[src/rtl/io_cond_pkg.sv]
// Shared constants and helpers for the input conditioner.
package io_cond_pkg;

  localparam int unsigned IO_COND_NUM_INPUTS      = 10;
  localparam int unsigned IO_COND_SYNC_STAGES     = 2;
  localparam int unsigned IO_COND_DEBOUNCE_CYCLES = 4;

  // Debounce counter width: clog2(cycles)+1 so the terminal count always fits.
  function automatic int unsigned cnt_width(input int cycles);
    return int'($clog2(cycles)) + 1;
  endfunction

endpackage

[src/rtl/io_input_conditioner_if.sv]
// Event drain handshake between the conditioner (master) and the core (slave).
//   evt_valid : pending event flags non-zero
//   evt_ready : consumer accepts evt_data
//   evt_data  : sticky per-bit "changed since last accept" flags
interface io_input_conditioner_if #(
  parameter int unsigned NUM_INPUTS = 10
);
  logic                  evt_valid;
  logic                  evt_ready;
  logic [NUM_INPUTS-1:0] evt_data;

  modport master (output evt_valid, output evt_data, input evt_ready);
  modport slave  (input evt_valid, input evt_data, output evt_ready);
endinterface

[src/rtl/io_cond_bit.sv]
// One conditioned input bit: synchronizer chain, debounce filter, edge detect.
//   clk, rst  : clock, synchronous active-high reset
//   in_raw    : asynchronous pad input
//   in_clean  : synchronized, debounced level
//   rise/fall : one-cycle pulses coincident with in_clean changing
module io_cond_bit
  import io_cond_pkg::*;
#(
  parameter int unsigned SYNC_STAGES     = IO_COND_SYNC_STAGES,
  parameter int unsigned DEBOUNCE_CYCLES = IO_COND_DEBOUNCE_CYCLES
) (
  input  logic clk,
  input  logic rst,
  input  logic in_raw,
  output logic in_clean,
  output logic rise,
  output logic fall
);

  localparam int unsigned CW = cnt_width(int'(DEBOUNCE_CYCLES));
  localparam logic [CW-1:0] CNT_MAX = CW'(DEBOUNCE_CYCLES - 1);

  logic [SYNC_STAGES-1:0] sync_q, sync_d;
  logic [CW-1:0]          cnt_q, cnt_d;
  logic                   clean_q, clean_d;
  logic                   rise_q, rise_d;
  logic                   fall_q, fall_d;
  logic                   sync;

  // MSB of the chain is the last (most settled) stage.
  assign sync = sync_q[SYNC_STAGES-1];

  always_comb begin
    sync_d  = {sync_q[SYNC_STAGES-2:0], in_raw};
    clean_d = clean_q;
    cnt_d   = cnt_q;
    // Any cycle agreeing with the accepted level restarts the filter.
    if (sync == clean_q) begin
      cnt_d = '0;
    end else if (cnt_q == CNT_MAX) begin
      clean_d = sync;
      cnt_d   = '0;
    end else begin
      cnt_d = cnt_q + CW'(1);
    end
    // Edge pulses are registered alongside clean so they line up with in_clean.
    rise_d = clean_d & ~clean_q;
    fall_d = ~clean_d & clean_q;
  end

  always_ff @(posedge clk) begin
    if (rst) begin
      sync_q  <= '0;
      cnt_q   <= '0;
      clean_q <= 1'b0;
      rise_q  <= 1'b0;
      fall_q  <= 1'b0;
    end else begin
      sync_q  <= sync_d;
      cnt_q   <= cnt_d;
      clean_q <= clean_d;
      rise_q  <= rise_d;
      fall_q  <= fall_d;
    end
  end

  assign in_clean = clean_q;
  assign rise     = rise_q;
  assign fall     = fall_q;

endmodule

[src/rtl/io_input_conditioner.sv]
// Pad input conditioner: per-bit sync/debounce/edge detect plus a sticky
// event register drained by the core over a valid/ready handshake.
//   clk, rst  : clock, synchronous active-high reset
//   in_raw    : asynchronous pad inputs
//   in_clean  : conditioned levels
//   rise/fall : per-bit edge pulses
//   evt       : event handshake (master side)
module io_input_conditioner
  import io_cond_pkg::*;
#(
  parameter int unsigned NUM_INPUTS      = IO_COND_NUM_INPUTS,
  parameter int unsigned SYNC_STAGES     = IO_COND_SYNC_STAGES,
  parameter int unsigned DEBOUNCE_CYCLES = IO_COND_DEBOUNCE_CYCLES
) (
  input  logic                  clk,
  input  logic                  rst,
  input  logic [NUM_INPUTS-1:0] in_raw,
  output logic [NUM_INPUTS-1:0] in_clean,
  output logic [NUM_INPUTS-1:0] rise,
  output logic [NUM_INPUTS-1:0] fall,
  io_input_conditioner_if.master evt
);

  logic [NUM_INPUTS-1:0] pend_q, pend_d;
  logic                  valid_q, valid_d;
  logic [NUM_INPUTS-1:0] edges;
  logic                  accept;

  // Per-bit conditioning.
  for (genvar i = 0; i < int'(NUM_INPUTS); i++) begin : g_bit
    io_cond_bit #(
      .SYNC_STAGES    (SYNC_STAGES),
      .DEBOUNCE_CYCLES(DEBOUNCE_CYCLES)
    ) u_bit (
      .clk     (clk),
      .rst     (rst),
      .in_raw  (in_raw[i]),
      .in_clean(in_clean[i]),
      .rise    (rise[i]),
      .fall    (fall[i])
    );
  end

  assign edges  = rise | fall;
  assign accept = valid_q & evt.evt_ready;

  // On accept the register reloads with this cycle's edges so none is lost.
  always_comb begin
    pend_d  = pend_q | edges;
    if (accept) begin
      pend_d = edges;
    end
    valid_d = |pend_d;
  end

  always_ff @(posedge clk) begin
    if (rst) begin
      pend_q  <= '0;
      valid_q <= 1'b0;
    end else begin
      pend_q  <= pend_d;
      valid_q <= valid_d;
    end
  end

  assign evt.evt_data  = pend_q;
  assign evt.evt_valid = valid_q;

endmodule
[src/flat_wrapper.sv]
// flat-port wrapper written by rule: the top's interface ports become plain ports
module io_input_conditioner_flat import io_cond_pkg::*;
#(
  parameter int unsigned NUM_INPUTS      = IO_COND_NUM_INPUTS,
  parameter int unsigned SYNC_STAGES     = IO_COND_SYNC_STAGES,
  parameter int unsigned DEBOUNCE_CYCLES = IO_COND_DEBOUNCE_CYCLES
)
  (clk, rst, in_raw, in_clean, rise, fall, evt_evt_valid, evt_evt_data, evt_evt_ready);
  io_input_conditioner_if #(.NUM_INPUTS(NUM_INPUTS)) evt_i ();
  input  logic clk;
  input  logic rst;
  input  logic [NUM_INPUTS-1:0] in_raw;
  output logic [NUM_INPUTS-1:0] in_clean;
  output logic [NUM_INPUTS-1:0] rise;
  output logic [NUM_INPUTS-1:0] fall;
  output wire logic [$bits(evt_i.evt_valid)-1:0] evt_evt_valid;
  output wire logic [$bits(evt_i.evt_data)-1:0] evt_evt_data;
  input wire logic [$bits(evt_i.evt_ready)-1:0] evt_evt_ready;
  assign evt_evt_valid = evt_i.evt_valid;
  assign evt_evt_data = evt_i.evt_data;
  assign evt_i.evt_ready = evt_evt_ready;
  io_input_conditioner #(.NUM_INPUTS(NUM_INPUTS), .SYNC_STAGES(SYNC_STAGES), .DEBOUNCE_CYCLES(DEBOUNCE_CYCLES)) u_core (.clk(clk), .rst(rst), .in_raw(in_raw), .in_clean(in_clean), .rise(rise), .fall(fall), .evt(evt_i));
endmodule
[config.mk]
export PLATFORM = sky130hd
export DESIGN_NAME = io_input_conditioner_flat
export DESIGN_NICKNAME = d
export VERILOG_FILES = /design/src/rtl/io_cond_pkg.sv /design/src/rtl/io_input_conditioner_if.sv /design/src/rtl/io_cond_bit.sv /design/src/rtl/io_input_conditioner.sv /design/src/flat_wrapper.sv
export SDC_FILE = /design/constraint.sdc
export NUM_CORES = 1
export LEC_CHECK = 0
export CORE_UTILIZATION = 43
export CTS_CLUSTER_DIAMETER = 60
export DETAILED_ROUTE_END_ITERATION = 8
export DONT_BUFFER_PORTS = 1
export PLACE_DENSITY = 0.56
export SLEW_MARGIN = 20
export SYNTH_ARGS = -nofsm -noshare
export SYNTH_HDL_FRONTEND = slang
export SYNTH_HIERARCHICAL = 1
export SYNTH_SLANG_ARGS = --single-unit
export TNS_END_PERCENT = 5
[constraint.sdc]
create_clock -name clk -period 1.85 [get_ports clk]
set_input_delay 0.37 -clock clk [delete_from_list [all_inputs] [get_ports clk]]
set_output_delay 0.37 -clock clk [all_outputs]
set_load 0.005 [all_outputs]
==> flow_metrics.tcl, run 1 <==
set metrics [dict create \
    critical_path.cell_chain "or4_1, o21ai_1, a31oi_1" \
    synth_edf_count 0 \
    report.final.slew_viol_count 0 \
    min_period_ns 1.24 \
    synth-main-ff-cell "dfxtp_1" \
    synth.most_common_cell "dfxtp_1" \
    setup_viol 0 \
    cap_violations 0 \
    yosys-top-cells-count "91 x dfxtp_1, 23 x nor4_1" \
    antenna_found_initial 0 \
    crit_path_max_incr_delay_ns 0.55 \
    swShare_pct 21.5 \
    critPathMaxFanout 3 \
    rows 31 \
    pre_cts_ws_ns 0.607 \
    cts_buffer_depth 2 \
    core_area_um2 7210 \
    ios 54 \
    wl_per_cell_um 14.3 \
    yosysSeqAreaShare_pct 57.1 \
    cts_buffers 9 \
    grt_pass1_vias 1779 \
    clkLatencyLatePin_ns 0.35 \
    layoutNonFillerInstCount 371 \
    fp.dieH_um 88.1 \
    holdCritPathClass "input pin to flip-flop" \
    worstSetupEndpointType "flip-flop" \
    wl_um 5300 \
    rsz0062_at_grt "false" \
    p_int_w 0.00258 \
    die_area_um2 7770 \
    finalHoldViolations 0 \
    cts_root_buf "clkbuf_8" \
    synth_cells 258 \
    grt_max_degree 92 \
    powerDensity_nw_per_um2 941 \
    finClkSkew_ns 0.0130 \
    drc_errors 0 \
    fillers 690 \
    synth_async_sr_flop_share_pct 0 \
    port_buffers 0 \
    leakagePower_nw 1.25 \
    grt_pass1_wl_um 8520 \
    firstDrtPassIters 4 \
    initial_utilization_pct 44.2 \
    critPathSlowestCell "or4_1" \
    gp_congestion 0.646 \
    crit_arrival_ns 1.47 \
    netlist_area_um2 3190 \
    layout.nets 300 \
    cts_resized 0 \
    switchingPower_w 0.000705 \
    h-tree-depth 3 \
    synthTopCellsByArea "dfxtp_1 57%, and4bb_2 7.8%, ha_1 7.8%" \
    vias 1895 \
    grt-ovfl-total 0 \
    drt_iter0_markers 37 \
    slew_headroom_pct 71.4 \
    cts_tree "done" \
    status "finished clean" \
    crit_path_start_kind "flip-flop" \
    routed_via_density 5.11 \
    finalWorstSetupSlack_ns 0.613 \
    pwr-share-clk_pct 37.9 \
    ys_seq_elements 91 \
    hpwl_um 3420 \
    path_class "flip-flop to flip-flop" \
    grt_use_total_pct 14.6 \
    tns_ns 0 \
    worstMarginPinSlew_ns 0.428 \
    timing.hold.ws_ns 0.0890 \
    syn_area_per_cell_um2 12.4 \
    cts_setup_buffers 0 \
    cts.sinks 91 \
    ir_drop_uv 401 \
    combPwrFrac_pct 1.3 \
    reg2reg_depth 3 \
    min_delay_path_depth 1 \
    yosys_warnings 6 \
    drive_gt1_share_pct 17.3 \
    sequentialPowerShare_pct 60.8 \
    diodes 0 \
    ant_nets 0 \
    cp_data_required_time_ns 2.08 \
    placed_cells 355 \
    syn_nets 291 \
    postCtsHoldBufs 0 \
    synth_cell_types 21 \
    cts.reportedPaths.clkPinSlew_ns 0.09 \
    synth_top_area_cell "dfxtp_1" \
    die_w_um 88.1 \
    synth_top_cell_area_share_pct 57.1 \
    clock.fmax_mhz 808 \
    area_delta_synth_final_pct 9.45 \
    period_share_pct 66.9 \
]
## stage by stage
| step | total power [W] | area [um^2] | util (%) |
|---|---|---|---|
| after floorplan | 0.00208 | 3190 | - |
| after global placement | 0.00209 | 3310 | 45.8 |
| after detailed placement | 0.00209 | 3310 | 45.8 |
| after CTS | 0.00334 | 3490 | 48.4 |
| after global routing | 0.00344 | 3490 | 48.4 |
| final | 0.00329 | 3490 | 48.4 |
## worst max-delay path: cells and delay by family (launching register included)
kind            cells  cell delay, ns
compound gates      2            0.23
flops               1            0.35
simple gates        1            0.55
## power by group through the flow
stage	Combinational [W]	Sequential, W	Clock (W)
floorplan	0.0000432	0.00204	0
global placement	0.0000433	0.00204	0
detailed placement	0.0000441	0.00204	0
CTS	0.0000442	0.00200	0.00129
global route	0.0000482	0.00200	0.00138
finish	0.0000433	0.00200	0.00124
## cells in the final DEF, fill, tap and decap left out, types with 2 or more instances in the layout
cell / instances
ha_1: 20
nor4b_2: 10
nor2b_1: 20
mux2i_1: 10
a21oi_1: 4
clkbuf_8: 11
and4_1: 2
inv_6: 2
and4bb_2: 20
dfxtp_1: 91
a211oi_1: 6
xnor2_1: 10
clkinv_2: 2
nor2_1: 20
nand2_1: 5
nor4_1: 23
inv_1: 10
## layout make-up
type	count	area, um^2	share of cell area (%)
well taps	99	124	3.55
inverters	10	37.5	1.07
multi-input cells	155	1320	37.9
clock inverters	5	35.0	1.00
clock buffers	11	151	4.34
flip-flops and latches	91	1820	52.2
## cells by family after synthesis
family | Yosys count | share of synthesized area [%]
flops | 91 | 57.1
simple gates | 102 | 25.1
buf+inv | 12 | 1.45
mux | 10 | 3.14
compound gates | 13 | 2.67
xor+xnor | 10 | 2.74
fa+ha+maj | 20 | 7.84
## per-layer routing
layer,vias to the layer above,global-route usage [%],wire length [um],share of wire [%]
met1,890,18.6,2590,49
met4,0,7.48,85,1.6
li1,956,-,-,-
met3,8,5.84,381,7.2
met2,41,21.3,2240,42
met5,-,0,0,0
## sequential cells by signal, indices dropped and copies added, names as in the netlist
| signal | count |
|---|---|
| u_core/g_bit.u_bit/fall | 10 |
| u_core/g_bit.u_bit/cnt_q | 30 |
| u_core/g_bit.u_bit/in_clean | 10 |
| u_core/evt.evt_data | 10 |
| u_core/g_bit.u_bit/rise | 10 |
| u_core/g_bit.u_bit/sync_q | 20 |
| u_core/evt.evt_valid | 1 |
## worst paths after layout
| kind | startpoint | endpoint | slack [ns] |
|---|---|---|---|
| hold / removal | rst | u_core/g_bit[2].u_bit/sync_q[1]$_SDFF_PP0_ | 0.09 |
| setup / recovery | u_core/evt.evt_data[2]$_SDFF_PP0_ | u_core/evt.evt_valid$_SDFF_PP0_ | 0.61 |
| hold reg to reg | u_core/g_bit[4].u_bit/cnt_q[0]$_SDFF_PP0_ | u_core/g_bit[4].u_bit/cnt_q[0]$_SDFF_PP0_ | 0.43 |
| setup reg to reg | u_core/evt.evt_data[2]$_SDFF_PP0_ | u_core/evt.evt_valid$_SDFF_PP0_ | 0.61 |
Note: power is estimated with default switching activity, not from simulation.
==> inputs of run 2 (changes only) <==
==> constraint.sdc (replaced) <==
create_clock -name clk -period 1.3 [get_ports clk]
set_input_delay 0.26 -clock clk [delete_from_list [all_inputs] [get_ports clk]]
set_output_delay 0.26 -clock clk [all_outputs]
set_load 0.005 [all_outputs]
==> run 2 against run 1 <==
The run now ends with negative hold slack left. Sequential share of layout area shrank 4.2 points. Register-to-register slack lost 0.51 ns. Die area is the same. Setup slack lost 0.51 ns. Clock power grew 92%. Critical endpoint unchanged.
==> flow_metrics.tcl, run 2 (synthesized netlist as in run 1, its figures left out) <==
set metrics [dict create \
    status "finished, violations left" \
    violations "negative hold slack" \
    max_flop_register "u_core/g_bit.u_bit/cnt_q" \
    tns_ns 0 \
    postCtsHoldBufs 20 \
    vias 1962 \
    period_share_pct 92.0 \
    critPathMaxFanout 3 \
    powerDensity_nw_per_um2 1400 \
    cts_buffers 9 \
    timing.rr.start "u_core/evt.evt_data[5]$_SDFF_PP0_" \
    pre_cts_ws_ns 0.113 \
    fp.dieH_um 88.1 \
    die_w_um 88.1 \
    rsz0062_at_grt "false" \
    gp_congestion 0.684 \
    crit_path_start_kind "flip-flop" \
    hpwl_um 3550 \
    port_buffers 0 \
    setup.worst_path.start "u_core/evt.evt_data[5]$_SDFF_PP0_" \
    leakagePower_nw 1.42 \
    report.final.slew_viol_count 0 \
    finClkSkew_ns 0.00845 \
    cts_setup_buffers 0 \
    crit_arrival_ns 1.42 \
    routed_via_density 4.95 \
    timing.hold.ws_ns -0.00490 \
    wl_per_cell_um 13.9 \
    worstSetupEndpointType "flip-flop" \
    grt_use_total_pct 15.1 \
    grt_pass1_wl_um 8680 \
    worstMarginPinSlew_ns 0.385 \
    die_area_um2 7770 \
    initial_utilization_pct 44.2 \
    final_cell_mix "91 x dfxtp_1, 23 x nor4_1" \
    path_class "flip-flop to flip-flop" \
    area_delta_synth_final_pct 19.1 \
    drive_gt1_share_pct 16.8 \
    layoutNonFillerInstCount 396 \
    layout.nets 325 \
    grt-ovfl-total 0 \
    post-route-cell-area_um2 3800 \
    finalWorstSetupSlack_ns 0.103 \
    clkLatencyLatePin_ns 0.34 \
    setup_viol 0 \
    finalHoldViolations 1 \
    largest_reg_flops 30 \
    h-tree-depth 3 \
    cts_buffer_depth 2 \
    multi_input_comb_area_um2 1320 \
    holdCritPathClass "input pin to flip-flop" \
    cp_data_required_time_ns 1.53 \
    ir_drop_uv 765 \
    slew_headroom_pct 74.3 \
    final_common_cell "dfxtp_1" \
    cts_tree "done" \
    placed_area_um2 3340 \
    wl_um 5500 \
    antenna_found_initial 0 \
    cts.sinks 91 \
    rows 31 \
    reg_top3 "u_core/g_bit.u_bit/cnt_q (30), u_core/g_bit.u_bit/sync_q (20)" \
    grt_max_degree 92 \
    min_period_ns 1.20 \
    ant_nets 0 \
    hold_start "rst" \
    cap_violations 0 \
    grt_pass1_vias 1830 \
    firstDrtPassIters 4 \
    drc_errors 0 \
    fillers 663 \
    cts_root_buf "clkbuf_8" \
    cts_resized 0 \
    core_area_um2 7210 \
    placed_cells 360 \
    cts.reportedPaths.clkPinSlew_ns 0.09 \
    clock.fmax_mhz 836 \
    diodes 0 \
    seq_area_um2 1820 \
    drt_iter0_markers 67 \
    ios 54 \
]
[run 2: changes by cell type in the layout (fill, tap and decap cells not counted)]
cell           before  now
buf_4               0    5
bufinv_16           0    4
clkbuf_1            0    2
clkbuf_8           11    9
clkinv_2            2    1
clkinvlp_4          1    0
dlygate4sd3_1       0   20
inv_6               2    0
[run 2: power by group]
part | switching [W] | leakage [nW] | internal [W]
Clock | 0.000911 | 0.128 | 0.00147
Combinational | 0.0000251 | 0.558 | 0.0000758
Sequential | 0.0000203 | 0.738 | 0.00282
[run 2: per-layer routing]
| layer | track usage [%] | vias up | routed length [um] |
|---|---|---|---|
| li1 | - | 1011 | - |
| met1 | 18.6 | 906 | 2570 |
| met2 | 21.8 | 38 | 2390 |
| met3 | 8.01 | 7 | 469 |
| met4 | 7.04 | 0 | 69 |
| met5 | 0 | - | 0 |
[run 2: layout make-up]
| type | count | share of cell area (%) |
|---|---|---|
| sequential | 91 | 47.9 |
| multi-input combinational | 155 | 34.8 |
| timing repair buffer | 25 | 6.26 |
| clock buffer | 11 | 3.46 |
| clock inverter | 5 | 3.29 |
| tap | 99 | 3.26 |
| inverter | 10 | 0.988 |
[run 2: stage by stage]
| stage | hold WS [ns] | power, W | utilization, % |
|---|---|---|---|
| 6_report | -0.00490 | 0.00533 | 52.7 |
| 5_1_grt | -0.0403 | 0.00554 | 52.7 |
| 4_1_cts | -0.0400 | 0.00542 | 52.7 |
| 3_5_place_dp | 0.342 | 0.00297 | 46.3 |
| 2_1_floorplan | 0.329 | 0.00297 | - |
| 3_3_place_gp | 0.342 | 0.00297 | 46.3 |
[run 2: worst max-delay path, stage by stage (launching register included)]
cell and delay, ns:
dfxtp_1 0.34, or4_4 0.51, o21ai_1 0.13, a31oi_1 0.09
[run 2: final timing paths]
check	slack (ns)	cells after the start	endpoint
worst min register to register	0.43	1	u_core/g_bit[9].u_bit/cnt_q[0]$_SDFF_PP0_
worst min-delay path	-0.005	1	u_core/g_bit[2].u_bit/in_clean$_SDFF_PP0_
worst max-delay path	0.10	3	u_core/evt.evt_valid$_SDFF_PP0_
worst max register to register	0.10	3	u_core/evt.evt_valid$_SDFF_PP0_
